===== config.mk =====
export PLATFORM = sky130hd
export DESIGN_NAME = step_conditioner
export DESIGN_NICKNAME = d
export VERILOG_FILES = /design/src/rtl/step_conditioner.sv
export SDC_FILE = /design/constraint.sdc
export NUM_CORES = 1
export LEC_CHECK = 0
export CAP_MARGIN = 30
export CORE_ASPECT_RATIO = 0.7
export CORE_MARGIN = 3
export CORE_UTILIZATION = 40
export CTS_BUF_LIST = sky130_fd_sc_hd__clkbuf_16
export CTS_CLUSTER_DIAMETER = 50
export DETAILED_ROUTE_END_ITERATION = 6
export GPL_ROUTABILITY_DRIVEN = 0
export SLEW_MARGIN = 20
export SYNTH_ARGS = -nofsm -noshare
export SYNTH_HDL_FRONTEND = slang
export SYNTH_SLANG_ARGS = --single-unit

===== constraint.sdc =====
create_clock -name clk -period 3.5 [get_ports clk]
set_input_delay 0.525 -clock clk [delete_from_list [all_inputs] [get_ports clk]]
set_output_delay 0.525 -clock clk [all_outputs]
set_load 0.005 [all_outputs]

===== src/rtl/step_conditioner.sv =====
// -----------------------------------------------------------------------------
// step_conditioner
//
// Input stage for the 4-bit up/down counter. Two raw push-button inputs are
// synchronized, debounced, and turned into a single-cycle count pulse
// (with auto-repeat while held) and a direction level that stays frozen for
// the whole of a press / repeat burst.
//
// Ports:
//   clk          : single clock, rising-edge
//   rst          : asynchronous, active-high reset
//   btn_step_raw : raw step button (async), 1 = pressed
//   btn_dir_raw  : raw direction switch (async), 1 = up
//   step_pulse   : one-cycle count-enable pulse (registered)
//   dir_up       : direction to counter, 1 = increment (registered)
//   held         : step press accepted, FSM not idle (registered)
//   repeating    : auto-repeat active (registered)
// -----------------------------------------------------------------------------
module step_conditioner #(
  parameter int DEBOUNCE_CYCLES = 16,
  parameter int REPEAT_DELAY    = 64,
  parameter int REPEAT_PERIOD   = 16
) (
  input  logic clk,
  input  logic rst,
  input  logic btn_step_raw,
  input  logic btn_dir_raw,
  output logic step_pulse,
  output logic dir_up,
  output logic held,
  output logic repeating
);

  localparam int CNT_W   = $clog2(DEBOUNCE_CYCLES) + 1;
  localparam int TMR_MAX = (REPEAT_DELAY > REPEAT_PERIOD) ? REPEAT_DELAY : REPEAT_PERIOD;
  localparam int TMR_W   = $clog2(TMR_MAX) + 1;

  localparam logic [CNT_W-1:0] CNT_LAST    = CNT_W'(DEBOUNCE_CYCLES - 1);
  localparam logic [TMR_W-1:0] DELAY_LOAD  = TMR_W'(REPEAT_DELAY - 1);
  localparam logic [TMR_W-1:0] PERIOD_LOAD = TMR_W'(REPEAT_PERIOD - 1);

  // Bit 0 = step, bit 1 = direction; both go through identical conditioning.
  logic [1:0] raw_in;
  logic [1:0] level;

  assign raw_in = {btn_dir_raw, btn_step_raw};

  genvar gi;
  generate
    for (gi = 0; gi < 2; gi++) begin : g_cond
      logic             meta_reg;
      logic             sync_reg;
      logic             level_reg;
      logic [CNT_W-1:0] cnt_reg;

      always_ff @(posedge clk or posedge rst) begin
        if (rst) begin
          meta_reg  <= 1'b0;
          sync_reg  <= 1'b0;
          level_reg <= 1'b0;
          cnt_reg   <= '0;
        end else begin
          meta_reg <= raw_in[gi];
          sync_reg <= meta_reg;
          if (sync_reg != level_reg) begin
            // '>=' rather than '==' keeps the counter saturated: it can
            // never run past the flip point and wrap.
            if (cnt_reg >= CNT_LAST) begin
              level_reg <= ~level_reg;
              cnt_reg   <= '0;
            end else begin
              cnt_reg <= cnt_reg + 1'b1;
            end
          end else begin
            cnt_reg <= '0;
          end
        end
      end

      assign level[gi] = level_reg;
    end
  endgenerate

  logic step_level;
  logic dir_level;

  assign step_level = level[0];
  assign dir_level  = level[1];

  // ---------------------------------------------------------------------------
  // Step FSM
  // ---------------------------------------------------------------------------
  typedef enum logic [1:0] {
    ST_IDLE    = 2'd0,
    ST_PRESSED = 2'd1,
    ST_REPEAT  = 2'd2
  } state_t;

  state_t           state_reg, state_next;
  logic [TMR_W-1:0] timer_reg, timer_next;
  logic             step_prev_reg;
  logic             pulse_next;
  logic             step_pulse_reg;
  logic             dir_up_reg;
  logic             held_reg;
  logic             repeating_reg;

  always_comb begin
    state_next = state_reg;
    timer_next = timer_reg;
    pulse_next = 1'b0;
    case (state_reg)
      ST_IDLE: begin
        timer_next = '0;
        if (step_level && !step_prev_reg) begin
          pulse_next = 1'b1;
          timer_next = DELAY_LOAD;
          state_next = ST_PRESSED;
        end
      end
      ST_PRESSED: begin
        // Release is checked first so an expiring timer cannot fire a pulse
        // on the cycle the button is let go.
        if (!step_level) begin
          state_next = ST_IDLE;
          timer_next = '0;
        end else if (timer_reg == '0) begin
          pulse_next = 1'b1;
          timer_next = PERIOD_LOAD;
          state_next = ST_REPEAT;
        end else begin
          timer_next = timer_reg - 1'b1;
        end
      end
      ST_REPEAT: begin
        if (!step_level) begin
          state_next = ST_IDLE;
          timer_next = '0;
        end else if (timer_reg == '0) begin
          pulse_next = 1'b1;
          timer_next = PERIOD_LOAD;
        end else begin
          timer_next = timer_reg - 1'b1;
        end
      end
      default: begin
        state_next = ST_IDLE;
        timer_next = '0;
      end
    endcase
  end

  always_ff @(posedge clk or posedge rst) begin
    if (rst) begin
      state_reg      <= ST_IDLE;
      timer_reg      <= '0;
      step_prev_reg  <= 1'b0;
      step_pulse_reg <= 1'b0;
      dir_up_reg     <= 1'b1;
      held_reg       <= 1'b0;
      repeating_reg  <= 1'b0;
    end else begin
      state_reg      <= state_next;
      timer_reg      <= timer_next;
      step_prev_reg  <= step_level;
      step_pulse_reg <= pulse_next;
      held_reg       <= (state_next != ST_IDLE);
      repeating_reg  <= (state_next == ST_REPEAT);
      // Direction only tracks while idle, so a burst keeps one direction.
      if (state_reg == ST_IDLE) begin
        dir_up_reg <= dir_level;
      end
    end
  end

  assign step_pulse = step_pulse_reg;
  assign dir_up     = dir_up_reg;
  assign held       = held_reg;
  assign repeating  = repeating_reg;

endmodule

### Yosys cells after proc, flatten, opt, wreduce, memory -nomap -nowiden

Cells that the tools add are included.
Widths: inputs -> output; s select.

| cells by class | value |
|---|---|
| add/subtract/negate cells | 3 |
| $lt $le $gt $ge | 2 |
| equality and inequality tests | 5 |
| mux-type cells | 17 |
| bitwise gates (word level) | 2 |
| reductions and logical operators | 8 |

Operators by type and width:

| kind | count |
|---|---|
| $mux 5 | 4 |
| $mux 7 | 2 |
| $pmux 7 s2 | 1 |
| $add 5x1->5 const B | 2 |
| $ge 5x4->1 const B | 2 |
| $mux 2 | 4 |
| $logic_not 7->1 | 1 |
| $sub 7x1->7 const B | 1 |
| $mux 6 | 1 |
| $pmux 2 s3 | 1 |
| $eq 2x2->1 const B | 2 |
| $reduce_and 2->1 | 2 |
| $mux 1 | 3 |
| $eq 2x1->1 const B | 1 |
| $logic_not 2->1 | 1 |
| $ne 1x1->1 | 2 |
| $not 1->1 | 2 |
| $pmux 1 s2 | 1 |
| $reduce_bool 2->1 | 1 |
| $reduce_or 2->1 | 1 |
| $logic_and 1x1->1 | 1 |
| $logic_not 1->1 | 1 |

| storage, ports and cells | value |
|---|---|
| register bits after elaboration | 30 |
| word-level logic and storage cells | 52 |

### Longest topological paths before layout

Gate-level depths: netlist of the first run.

| depth | value |
|---|---|
| depth after elaboration | 5 |
| mapped depth | 7 |
| mapped depth without buffers | 7 |

### Worst setup path before layout of the first run

No wires, ideal clock.

| path | value |
|---|---|
| kind | flip-flop to flip-flop |
| from | register timer_reg[0] |
| to | register held_reg, in the netlist held |
| library setup time | 0.082 ns |
| arrival time | 1.563 ns |
| required time | 3.418 ns |
| path slack | 1.856 ns |
| stages on the path, launching flop included | 7 |
| buffers on the path | 0 |
| clock period less this slack | 1.644 ns |
| cells stage by stage | dfrtp_1 -> inv_1 -> ha_1 -> or3b_4 -> nor4_4 -> a32oi_1 -> a31oi_1 |

| between the ends | value |
|---|---|
| longest elaborated chain between the ends | 5 |

Ends and longest elaborated chain:

| element | RTL line | source |
|---|---|---|
| from (decl) | 100 | `logic [TMR_W-1:0] timer_reg, timer_next;` |
| from (signal assigned) | 164 | `timer_reg <= timer_next;` |
| $logic_not 7->1 | 127 | `end else if (timer_reg == '0) begin` |
| $mux 2 | 127 |  |
| $mux 2 | 124 | `if (!step_level) begin` |
| $pmux 2 s3 | 112 | `case (state_reg)` |
| $reduce_bool 2->1 | 167 | `held_reg <= (state_next != ST_IDLE);` |
| to (signal assigned) | 167 |  |
| to (decl) | 105 | `logic held_reg;` |

No other way between the ends.
A chain may end at the register's enable or synchronous reset.

### Worst setup path after layout of the first run

Ends and elaborated chain as after synthesis.

==> impl_metrics.env, run 1 <==
export IMPL_worst_r2r_path_depth=6
export IMPL_rr_startpoint="timer_reg[0]"
export IMPL_seq_area_sq_um=752
export IMPL_fmaxAchievable_mhz=545
export IMPL_wl_per_cell_um=12.4
export IMPL_setup_slack_ps=1670
export IMPL_die_height_um=54.9
export IMPL_clockBufferDepth=2
export IMPL_clk_pin_slew_worst_paths_ps=50
export IMPL_dpl_cell_area_sq_um=1510
export IMPL_avgSynthCellArea_sq_um=11.1
export IMPL_drive_above_1_share=0.109
export IMPL_ff2ff_setup_slack_ps=1670
export IMPL_grt_use_total=0.134
export IMPL_utilization=0.514
export IMPL_p_sw_frac=0.204
export IMPL_synth_top_area_share=0.531
export IMPL_syn_instance_count=123
export IMPL_grt_setup_unrepaired="false"
export IMPL_wl_um=2280
export IMPL_cts_htree_levels=2
export IMPL_nNetsFinal=149
export IMPL_syn_to_final_growth_pct=20.9
export IMPL_fin_area_sq_um=1650
export IMPL_postCtsHoldBufs=0
export IMPL_drt_iter0_drc=46
export IMPL_layout_common_cells="dfrtp_1 (29), nor2_1 (14), inv_1 (13)"
export IMPL_worst_pin_slew_ps=602
export IMPL_grt_pass1_wl_um=3920
export IMPL_cts_buffers=5
export IMPL_firstDrtPassIters=4
export IMPL_cpPeakStageDelay_ps=420
export IMPL_core_sq_um=3210
export IMPL_cts_setup_buffers=0
export IMPL_yosys_warnings=0
export IMPL_synth_top_area_cell="dfrtp_1"
export IMPL_via_per_inst=4.95
export IMPL_synth_yosys_seq_area_share=0.550
export IMPL_io_pins=8
export IMPL_holdWs_ps=350
export IMPL_synth_area_leaders="dfrtp_1 (53%), ha_1 (8.2%), xnor2_1 (4.5%)"
export IMPL_crit_path_cell_trace="inv_1 > ha_1 > or3b_4 > nor4_4 > a32oi_1 > a31oi_1"
export IMPL_synth_area_sq_um=1370
export IMPL_clk_latency_ps=270
export IMPL_cts_resized=0
export IMPL_largest_reg_flops=10
export IMPL_yosys_register_bits=30
export IMPL_period_share=0.524
export IMPL_start_util=0.425
export IMPL_min_from="g_cond[0].meta_reg"
export IMPL_slew_viol_final=0
export IMPL_cellLeakagePower_uw=0.000790
export IMPL_ys_types=32
export IMPL_final_common_cell="dfrtp_1"
export IMPL_antenna_found_initial=0
export IMPL_die_w_um=75.9
export IMPL_multiInputGateArea_sq_um=561
export IMPL_p_int_uw=635
export IMPL_cts_sinks=30
export IMPL_post_dp_hpwl_um=1660
export IMPL_dpl_worst_slack_ps=1670
export IMPL_finClkSkew_ps=5.48
export IMPL_dieArea_sq_um=4160
export IMPL_status="completed"
export IMPL_seqPwrFrac=0.461
export IMPL_pwr_density_cell_nw_per_um2=482
export IMPL_worstSetupStartpoint="timer_reg[0]"
export IMPL_dr_total_vias=911
export IMPL_period_minus_slack_ps=1830
export IMPL_finalSetupViolCount=0
export IMPL_p_sw_uw=162
export IMPL_slew_headroom=0.598
export IMPL_antenna_left=0
export IMPL_fin_setup_tns_ps=0
export IMPL_worst_path_max_fanout=7
export IMPL_grt_max_degree=18
export IMPL_min_path_cells=0
export IMPL_clockRootBuffer="clkbuf_16"
export IMPL_grt_pass1_vias=875
export IMPL_drcViolationCount=0
export IMPL_criticalPathCategory="reg2reg"
export IMPL_hold_path_class="reg2reg"
export IMPL_portBuffers=7
export IMPL_setup_worst_path_start_class="register"
export IMPL_cts_tree="done"
export IMPL_diodes=0
export IMPL_cp_slowest_cell="or3b_4"
export IMPL_rows=17
export IMPL_maxCapViolations=0
export IMPL_fillers=278
export IMPL_combPwrFrac=0.056
export IMPL_worstPathRequired_ps=3690
export IMPL_cp_end_kind="register"
export IMPL_final_hold_viol_count=0
export IMPL_critPathArrivalTime_ps=2020
export IMPL_grt_ovfl_total=0
export IMPL_syn_nets=136
export IMPL_pwr_share_clk=0.483
export IMPL_peakVddDrop_mv=0.283
## power groups by stage
stage          clock (uW)  sequential [uW]  combinational [uW]
2_1_floorplan           0              370                29.8
3_5_place_dp            0              372                45.2
6_report              385              367                44.8
3_3_place_gp            0              371                40.3
4_1_cts               398              367                45.7
5_1_grt               421              368                50.7
## synth_stat cells
cell and n:
a31oi_1 3, a211oi_1 1, or3_1 1, nor2b_1 1, nor4_1 2, xnor2_1 7, o21ai_0 9, or2_2 3
a21oi_1 2, nand4_1 2, mux2_2 2, dfstp_2 1, o31ai_1 2, o32ai_1 1, and3_1 2, nor4_4 1
dfrtp_1 29, nor3b_1 1, nor3_1 2, o311a_1 1, nor2_1 14, nand2_1 5, a32oi_1 2, xor2_1 1
nand3b_1 2, a21o_1 1, clkbuf_1 1, or3b_4 1, a221o_1 1, ha_1 9, buf_2 1, inv_1 12
## cell type report
| type | instances | share of cell area |
|---|---|---|
| flip-flops and latches | 30 | 0.455 |
| multi-input cells | 79 | 0.339 |
| clock buffers | 5 | 0.0758 |
| repair buffers | 8 | 0.0591 |
| well taps | 47 | 0.0356 |
| inverters | 12 | 0.0273 |
| clock inverters | 3 | 0.00758 |
## stage by stage
stage / total power [uW] / instances
2_1_floorplan: 400 / 123
3_3_place_gp: 412 / 175
3_5_place_dp: 417 / 176
4_1_cts: 810 / 184
5_1_grt: 839 / 184
6_report: 797 / 184
## path summary, 6_finish.rpt
| path | to |
|---|---|
| worst max register to register | held |
| worst min-delay path | g_cond[0].sync_reg |
| max in group asynchronous | dir_up |
| min in group asynchronous | timer_reg[2] |
| worst max-delay path | held |
| worst min register to register | g_cond[0].sync_reg |
## layer usage
metal / wire length, um / GRT usage / share of wire
met2: 921 / 0.180 / 0.40
met5: 0 / 0 / 0
met3: 118 / 0.0542 / 0.052
met1: 1190 / 0.179 / 0.52
met4: 46 / 0.0785 / 0.020
## logic make-up after synthesis
group,share of synthesized area
flops,0.550
simple gates,0.150
mux,0.0165
xor+xnor,0.0513
fa+ha+maj,0.0824
buf+inv,0.0394
compound gates,0.110
## worst max-delay path, delay by kind of cell (launching register included)
family	cells	cell delay, ps
and+or+nand+nor	2	740
AOI/OAI and AO/OA	2	400
DFF	1	380
adders and majority gates	1	170
buffers and inverters	1	70
Power figures use the tool's default switching activity.
==> run 2, diff against run 1 <==
clock period = 1.7 ns   (was 3.5 ns; I/O delays follow)
==> impl_metrics.env, run 2 (same netlist as run 1, synthesis figures left out) <==
export IMPL_wl_per_cell_um=13.0
export IMPL_clk_pin_slew_worst_paths_ps=50
export IMPL_slew_headroom=0.754
export IMPL_fillers=282
export IMPL_die_height_um=54.9
export IMPL_io_pins=8
export IMPL_ff2ff_setup_slack_ps=-10
export IMPL_setup_worst_path_start_class="register"
export IMPL_utilization=0.540
export IMPL_die_w_um=75.9
export IMPL_multiInputGateArea_sq_um=586
export IMPL_status="finished with violations"
export IMPL_period_minus_slack_ps=1710
export IMPL_layout_common_cells="dfrtp_1 (29), nor2_1 (14), inv_1 (11), buf_4 (11), ha_1 (8)"
export IMPL_grt_pass1_vias=912
export IMPL_grt_setup_unrepaired="true"
export IMPL_dpl_worst_slack_ps=32.2
export IMPL_worstPathRequired_ps=1840
export IMPL_criticalPathCategory="reg2reg"
export IMPL_final_hold_viol_count=0
export IMPL_postCtsHoldBufs=0
export IMPL_slew_viol_final=0
export IMPL_period_share=1.01
export IMPL_cts_sinks=30
export IMPL_cts_tree="done"
export IMPL_nNetsFinal=159
export IMPL_violations="negative setup slack"
export IMPL_syn_to_final_growth_pct=27.0
export IMPL_antenna_found_initial=0
export IMPL_cts_buffers=5
export IMPL_worst_path_max_fanout=5
export IMPL_post_dp_hpwl_um=1740
export IMPL_finalSetupViolCount=2
export IMPL_cellLeakagePower_uw=0.000832
export IMPL_grt_ovfl_total=0
export IMPL_hold_path_class="in2async"
export IMPL_finClkSkew_ps=3.26
export IMPL_cts_htree_levels=2
export IMPL_seq_area_sq_um=752
export IMPL_core_sq_um=3210
export IMPL_fin_setup_tns_ps=-14.7
export IMPL_dieArea_sq_um=4160
export IMPL_rr_startpoint="state_reg[0]"
export IMPL_via_per_inst=5.06
export IMPL_peakVddDrop_mv=0.483
export IMPL_antenna_left=0
export IMPL_setup_slack_ps=-9.74
export IMPL_holdWs_ps=351
export IMPL_clockBufferDepth=2
export IMPL_wl_um=2520
export IMPL_fmaxAchievable_mhz=585
export IMPL_firstDrtPassIters=4
export IMPL_start_util=0.425
export IMPL_diodes=0
export IMPL_rows=17
export IMPL_r2r_end="held"
export IMPL_worst_r2r_path_depth=6
export IMPL_drcViolationCount=0
export IMPL_drive_above_1_share=0.197
export IMPL_worst_pin_slew_ps=365
export IMPL_dr_total_vias=982
export IMPL_grt_pass1_wl_um=4110
export IMPL_grt_max_degree=31
export IMPL_largest_reg_flops=10
export IMPL_grt_use_total=0.140
export IMPL_clk_latency_ps=270
export IMPL_final_common_cell="dfrtp_1"
export IMPL_cp_end_kind="register"
export IMPL_critPathArrivalTime_ps=1850
export IMPL_portBuffers=7
export IMPL_maxCapViolations=0
export IMPL_clockRootBuffer="clkbuf_16"
export IMPL_pwr_density_cell_nw_per_um2=969
export IMPL_drt_iter0_drc=84
[run 2: where the power goes]
group	switching (uW)	internal, uW	total [uW]
sequential	15.4	737	752
combinational	55.1	52.5	108
clock	290	532	821
total	360	1320	1680
[run 2: worst max path at each step]
stage | startpoint | endpoint | slack [ps]
floorplan | timer_reg[0] | held | 60
global placement | timer_reg[0] | repeating | 80
detailed placement | timer_reg[0] | timer_reg[3] | 30
CTS | timer_reg[0] | timer_reg[3] | 20
global route | state_reg[0] | held | -160
finish | state_reg[0] | held | -10
[run 2: layer usage]
metal,routed length (um),track usage,part of all wire,up-vias
met4,55,0.0785,0.022,0
met1,1220,0.188,0.49,466
li1,-,-,-,475
met2,1090,0.195,0.43,33
met3,153,0.0487,0.061,8
met5,0,0,0,-
[run 2: cell type report]
cell class                 count  area share
clock inverter                 3     0.00937
clock buffer                   5      0.0721
multi-input combinational     79       0.337
sequential                    30       0.433
timing repair buffer          18      0.0880
inverter                      12      0.0260
tap                           47      0.0339
[run 2: critical path, cell delays in order, from the launching register on]
cell,delay (ps)
dfrtp_1,420
inv_1,120
ha_1,280
o21ai_1,210
o21ai_0,190
a32oi_1,240
a31oi_1,110
[run 2: per-stage QoR]
step | instances | total power (uW) | cell area [sq um]
3_3_place_gp | 183 | 859 | 1550
6_report | 194 | 1680 | 1740
4_1_cts | 191 | 1690 | 1690
3_5_place_dp | 183 | 864 | 1550
5_1_grt | 194 | 1740 | 1740
2_1_floorplan | 123 | 823 | 1370
[run 2: repair_timing]
action                                  in CTS  in global routing
endpoints found under the setup margin       0                 12
gates resized for setup                      0                  9
buffers inserted                             0                  3
hold endpoints to repair                     0                  0
==> run 3, diff against run 2 <==
DONT_BUFFER_PORTS = 1   (was unset)
==> impl_metrics.env, run 3 (same netlist as run 1, synthesis figures left out) <==
export IMPL_status="completed"
export IMPL_grt_setup_unrepaired="true"
export IMPL_pwr_share_clk=0.495
export IMPL_dr_total_vias=940
export IMPL_cts_htree_levels=2
export IMPL_maxCapViolations=0
export IMPL_io_pins=8
export IMPL_seq_area_sq_um=753
export IMPL_drcViolationCount=0
export IMPL_setup_worst_path_start_class="register"
export IMPL_clockBufferDepth=2
export IMPL_dpl_worst_slack_ps=47.9
export IMPL_p_int_uw=1310
export IMPL_slew_headroom=0.780
export IMPL_fin_cells=188
export IMPL_cts_tree="done"
export IMPL_grt_pass1_wl_um=3880
export IMPL_firstDrtPassIters=4
export IMPL_via_per_inst=5.00
export IMPL_die_height_um=54.9
export IMPL_grt_ovfl_total=0
export IMPL_clk_pin_slew_worst_paths_ps=50
export IMPL_nNetsFinal=153
export IMPL_cp_end_kind="register"
export IMPL_slew_viol_final=0
export IMPL_peakVddDrop_mv=0.582
export IMPL_combPwrFrac=0.057
export IMPL_fillers=287
export IMPL_syn_to_final_growth_pct=22.3
export IMPL_seqPwrFrac=0.448
export IMPL_grt_max_degree=20
export IMPL_period_share=0.972
export IMPL_wl_um=2400
export IMPL_finClkSkew_ps=2.57
export IMPL_cp_slowest_cell="or3b_4"
export IMPL_p_sw_uw=368
export IMPL_finalSetupViolCount=0
export IMPL_cellLeakagePower_uw=0.000799
export IMPL_post_dp_hpwl_um=1660
export IMPL_pwr_density_cell_nw_per_um2=1010
export IMPL_critPathArrivalTime_ps=1860
export IMPL_diodes=0
export IMPL_fmaxAchievable_mhz=605
export IMPL_largest_reg_flops=10
export IMPL_p_sw_frac=0.219
export IMPL_final_common_cell="dfrtp_1"
export IMPL_wl_per_cell_um=12.8
export IMPL_grt_use_total=0.133
export IMPL_clk_latency_ps=270
export IMPL_dp_cells=175
export IMPL_worst_path_max_fanout=6
export IMPL_cts_sinks=30
export IMPL_cpPeakStageDelay_ps=400
export IMPL_antenna_left=0
export IMPL_dieArea_sq_um=4160
export IMPL_grt_pass1_vias=828
export IMPL_drt_iter0_drc=97
export IMPL_antenna_found_initial=0
export IMPL_min_path_cells=0
export IMPL_worst_path_stages=7
export IMPL_portBuffers=0
export IMPL_ff2ff_setup_slack_ps=50
export IMPL_criticalPathCategory="reg2reg"
export IMPL_multiInputGateArea_sq_um=574
export IMPL_crit_path_cell_trace="inv_1 > ha_2 > or3b_4 > nor4_4 > buf_4 > a32oi_1 > nor2_1"
export IMPL_die_w_um=75.9
export IMPL_clockRootBuffer="clkbuf_16"
export IMPL_start_util=0.425
export IMPL_setup_slack_ps=47.7
export IMPL_hold_path_class="reg2reg"
export IMPL_path_buf_inv=2
export IMPL_final_hold_viol_count=0
export IMPL_layout_common_cells="dfrtp_1 (28), nor2_1 (14), inv_1 (11)"
export IMPL_core_sq_um=3210
export IMPL_period_minus_slack_ps=1650
export IMPL_crit_family="simple AND/OR/NAND/NOR gates"
export IMPL_worst_r2r_path_depth=7
export IMPL_cts_buffers=5
export IMPL_worstPathRequired_ps=1900
export IMPL_worst_pin_slew_ps=329
export IMPL_drive_above_1_share=0.206
export IMPL_rows=17
[run 3: changes by cell type in the layout (fill, tap and decap cells not counted), sizes merged]
cell           previous run  this run
dlygate4sd3               0         3
buf                      11         9
clkdlybuf4s50             7         0
[run 3: repair_timing]
item / 4_1_cts / 5_1_grt
endpoints found under the hold margin: 29 / 2
hold buffers: 1 / 2
endpoints found under the setup margin: 0 / 16
gates resized for setup: 0 / 10
buffers inserted: 0 / 2
[run 3: power by group through the flow]
stage               clock [uW]  combinational (uW)  sequential, uW
detailed placement           0                88.0             764
global route               884                 110             756
finish                     832                96.7             754
CTS                        851                90.6             753
floorplan                    0                61.4             762
global placement             0                86.8             763
[run 3: final timing paths]
path,from,to
setup / recovery,timer_reg[0],repeating
hold / removal,g_cond[1].meta_reg,g_cond[1].sync_reg
setup reg to reg,timer_reg[0],repeating
hold reg to reg,g_cond[1].meta_reg,g_cond[1].sync_reg
max in group asynchronous,rst,dir_up
min in group asynchronous,rst,g_cond[0].cnt_reg[3]
[run 3: cell type report]
type / instances / area share
clock inverters: 3 / 0.00974
repair buffers: 12 / 0.0584
well taps: 47 / 0.0352
flip-flops and latches: 30 / 0.451
clock buffers: 5 / 0.0749
inverters: 12 / 0.0270
multi-input cells: 79 / 0.344
[run 3: routing by layer]
metal / vias to the layer above / GRT usage / wire, um
met3: 7 / 0.0487 / 107
met2: 19 / 0.161 / 972
li1: 464 / - / -
met4: 0 / 0.0872 / 57
met5: - / 0 / 0
met1: 450 / 0.192 / 1270
[run 3: per-stage QoR]
stage               setup TNS [ps]  utilization  hold WS [ps]  power, uW  instance area (sq um)
finish                           0        0.520           351       1680                   1670
global route                  -209        0.520           352       1750                   1670
CTS                              0        0.504          1.12       1690                   1620
detailed placement               0        0.457           165        852                   1470
global placement                 0        0.457           164        850                   1470
floorplan                        0            -           286        823                   1370
==> variant: new RTL, config.mk and constraints of run 3 <==
Change the parameter `REPEAT_PERIOD` from 16 to 32.
--- a/src/rtl/step_conditioner.sv
+++ b/src/rtl/step_conditioner.sv
@@ -20,5 +20,5 @@
   parameter int DEBOUNCE_CYCLES = 16,
   parameter int REPEAT_DELAY    = 64,
-  parameter int REPEAT_PERIOD   = 16
+  parameter int REPEAT_PERIOD   = 32
 ) (
   input  logic clk,
Behaviour: no difference found for any inputs over 10 cycles, from zero or initial values and one cycle with rst high; that may be too few to reach the edited logic, so the function may still have changed.
==> variant against run 3 <==
  * Wire length down 2.9%
  * First-iteration DRC count shrank 88%
  * Sequential cell count unchanged
  * Worst setup slack lost 15 ps
  * Final area decreased by 2.5%
  * Sequential share of layout area up 1.1 points
  * Power shrank 0.18%
  * Synthesized area fell by 1.6%
  * Highest routed layer unchanged
==> variant: results <==
group,metric,value,unit
run_status,status,"complete, no violations",
logic_synthesis,yosysUniqueCellTypes,29,
global_route,antenna_found_initial,0,
layout,clock_area_share,8.68,%
hold_path,worstHoldStart,"g_cond[0].meta_reg",
global_route,grt_pass1_vias,888,
sta,fin_worst_skew,5.04,ps
logic_synthesis,synth.area.top_cells,"dfrtp_1, ha_1, xnor2_1",
layout,fillers,261,
setup_path,cp_max_fo,3,
layout,nNonClkBuffers,10,
sta,max_slew_margin,75.6,%
layout,area_growth,21.2,%
layout,nonClkBufAreaFrac,5.07,%
logic_synthesis,synth_ff_type,"dfrtp_1",
setup_path,crit_arrival,1820,ps
logic_synthesis,synthMuxAreaShare,2.51,%
logic_synthesis,synthTopCellsByCount,"dfrtp_1, nor2_1, inv_1",
layout,final_layout_size_suffix_gt1_share,23.7,%
route,dr_wl_met2,992,um
clock_tree,cts_resized,1,
setup_path,crit_end,"held",
global_route,grt_use_total,14.3,%
route,wl_per_cell,14.0,um
pwr,leakagePower,0.807,nW
layout,sh_seq_area,46.2,%
global_route,met2_usage,20.4,%
route,vias,835,
logic_synthesis,synthXorXnorAreaFrac,5.21,%
placed_design,placed_cell_area,1430,um^2
logic_synthesis,synth_compound_area_share,6.15,%
pwr,pwr-share-comb,5.1,%
pwr,clkPwrFrac,50.1,%
layout,multiInputGateArea,569,um^2
global_route,grt_pass1_wl,4100,um
route,wl_met1,1190,um
layout,multi_input_gates,73,
clock_tree,postCtsSetupBuffers,1,
floorplan,rows,16,
logic_synthesis,synth_seq_area_share,56.0,%
pwr,peakVddDrop,0.000706,V
route,met3_wirelength,117,um
route,drt_iter0_markers,12,
setup_path,r2r_slack,30,ps
route,drt_first_pass_iters,2,
global_route,grt_max_degree,31,
pwr,power.net_switching,0.370,mW
pwr,finalPower,1.68,mW
global_route,gr-usage-met1,18.6,%
clock_tree,cts_hold_buf,3,
variant: cell types whose count changed after synthesis, sizes merged, moves of 2 or more:
cell    before  now
o21ai        9    5
nand2b       0    3
a21oi        2    0
inv         12   10
nand3b       2    0
variant: cell families after synthesis:
logic type,after synthesis
adders and majority gates,9
xor gates and xnor gates,8
DFF,30
muxes,3
and+or+nand+nor,41
AOI/OAI and AO/OA,12
buffers and inverters,10
variant: through the flow:
step	hold WS (ps)	setup slack, ps	cells
6_report	352	32.6	167
5_1_grt	354	-25.4	167
4_1_cts	354	22.5	167
3_5_place_dp	242	4.73	155
2_1_floorplan	286	110	113
3_3_place_gp	236	51.3	155
variant: how the worst min path moves through the flow:
stage                               endpoint  slack [ps]  cells past startpoint
after global placement          state_reg[0]         240                      2
after floorplan           g_cond[0].meta_reg         290                      0
after detailed placement  g_cond[1].meta_reg         240                      2
after global routing      g_cond[0].sync_reg         350                      0
final                     g_cond[0].sync_reg         350                      0
after CTS                 g_cond[0].sync_reg         350                      0
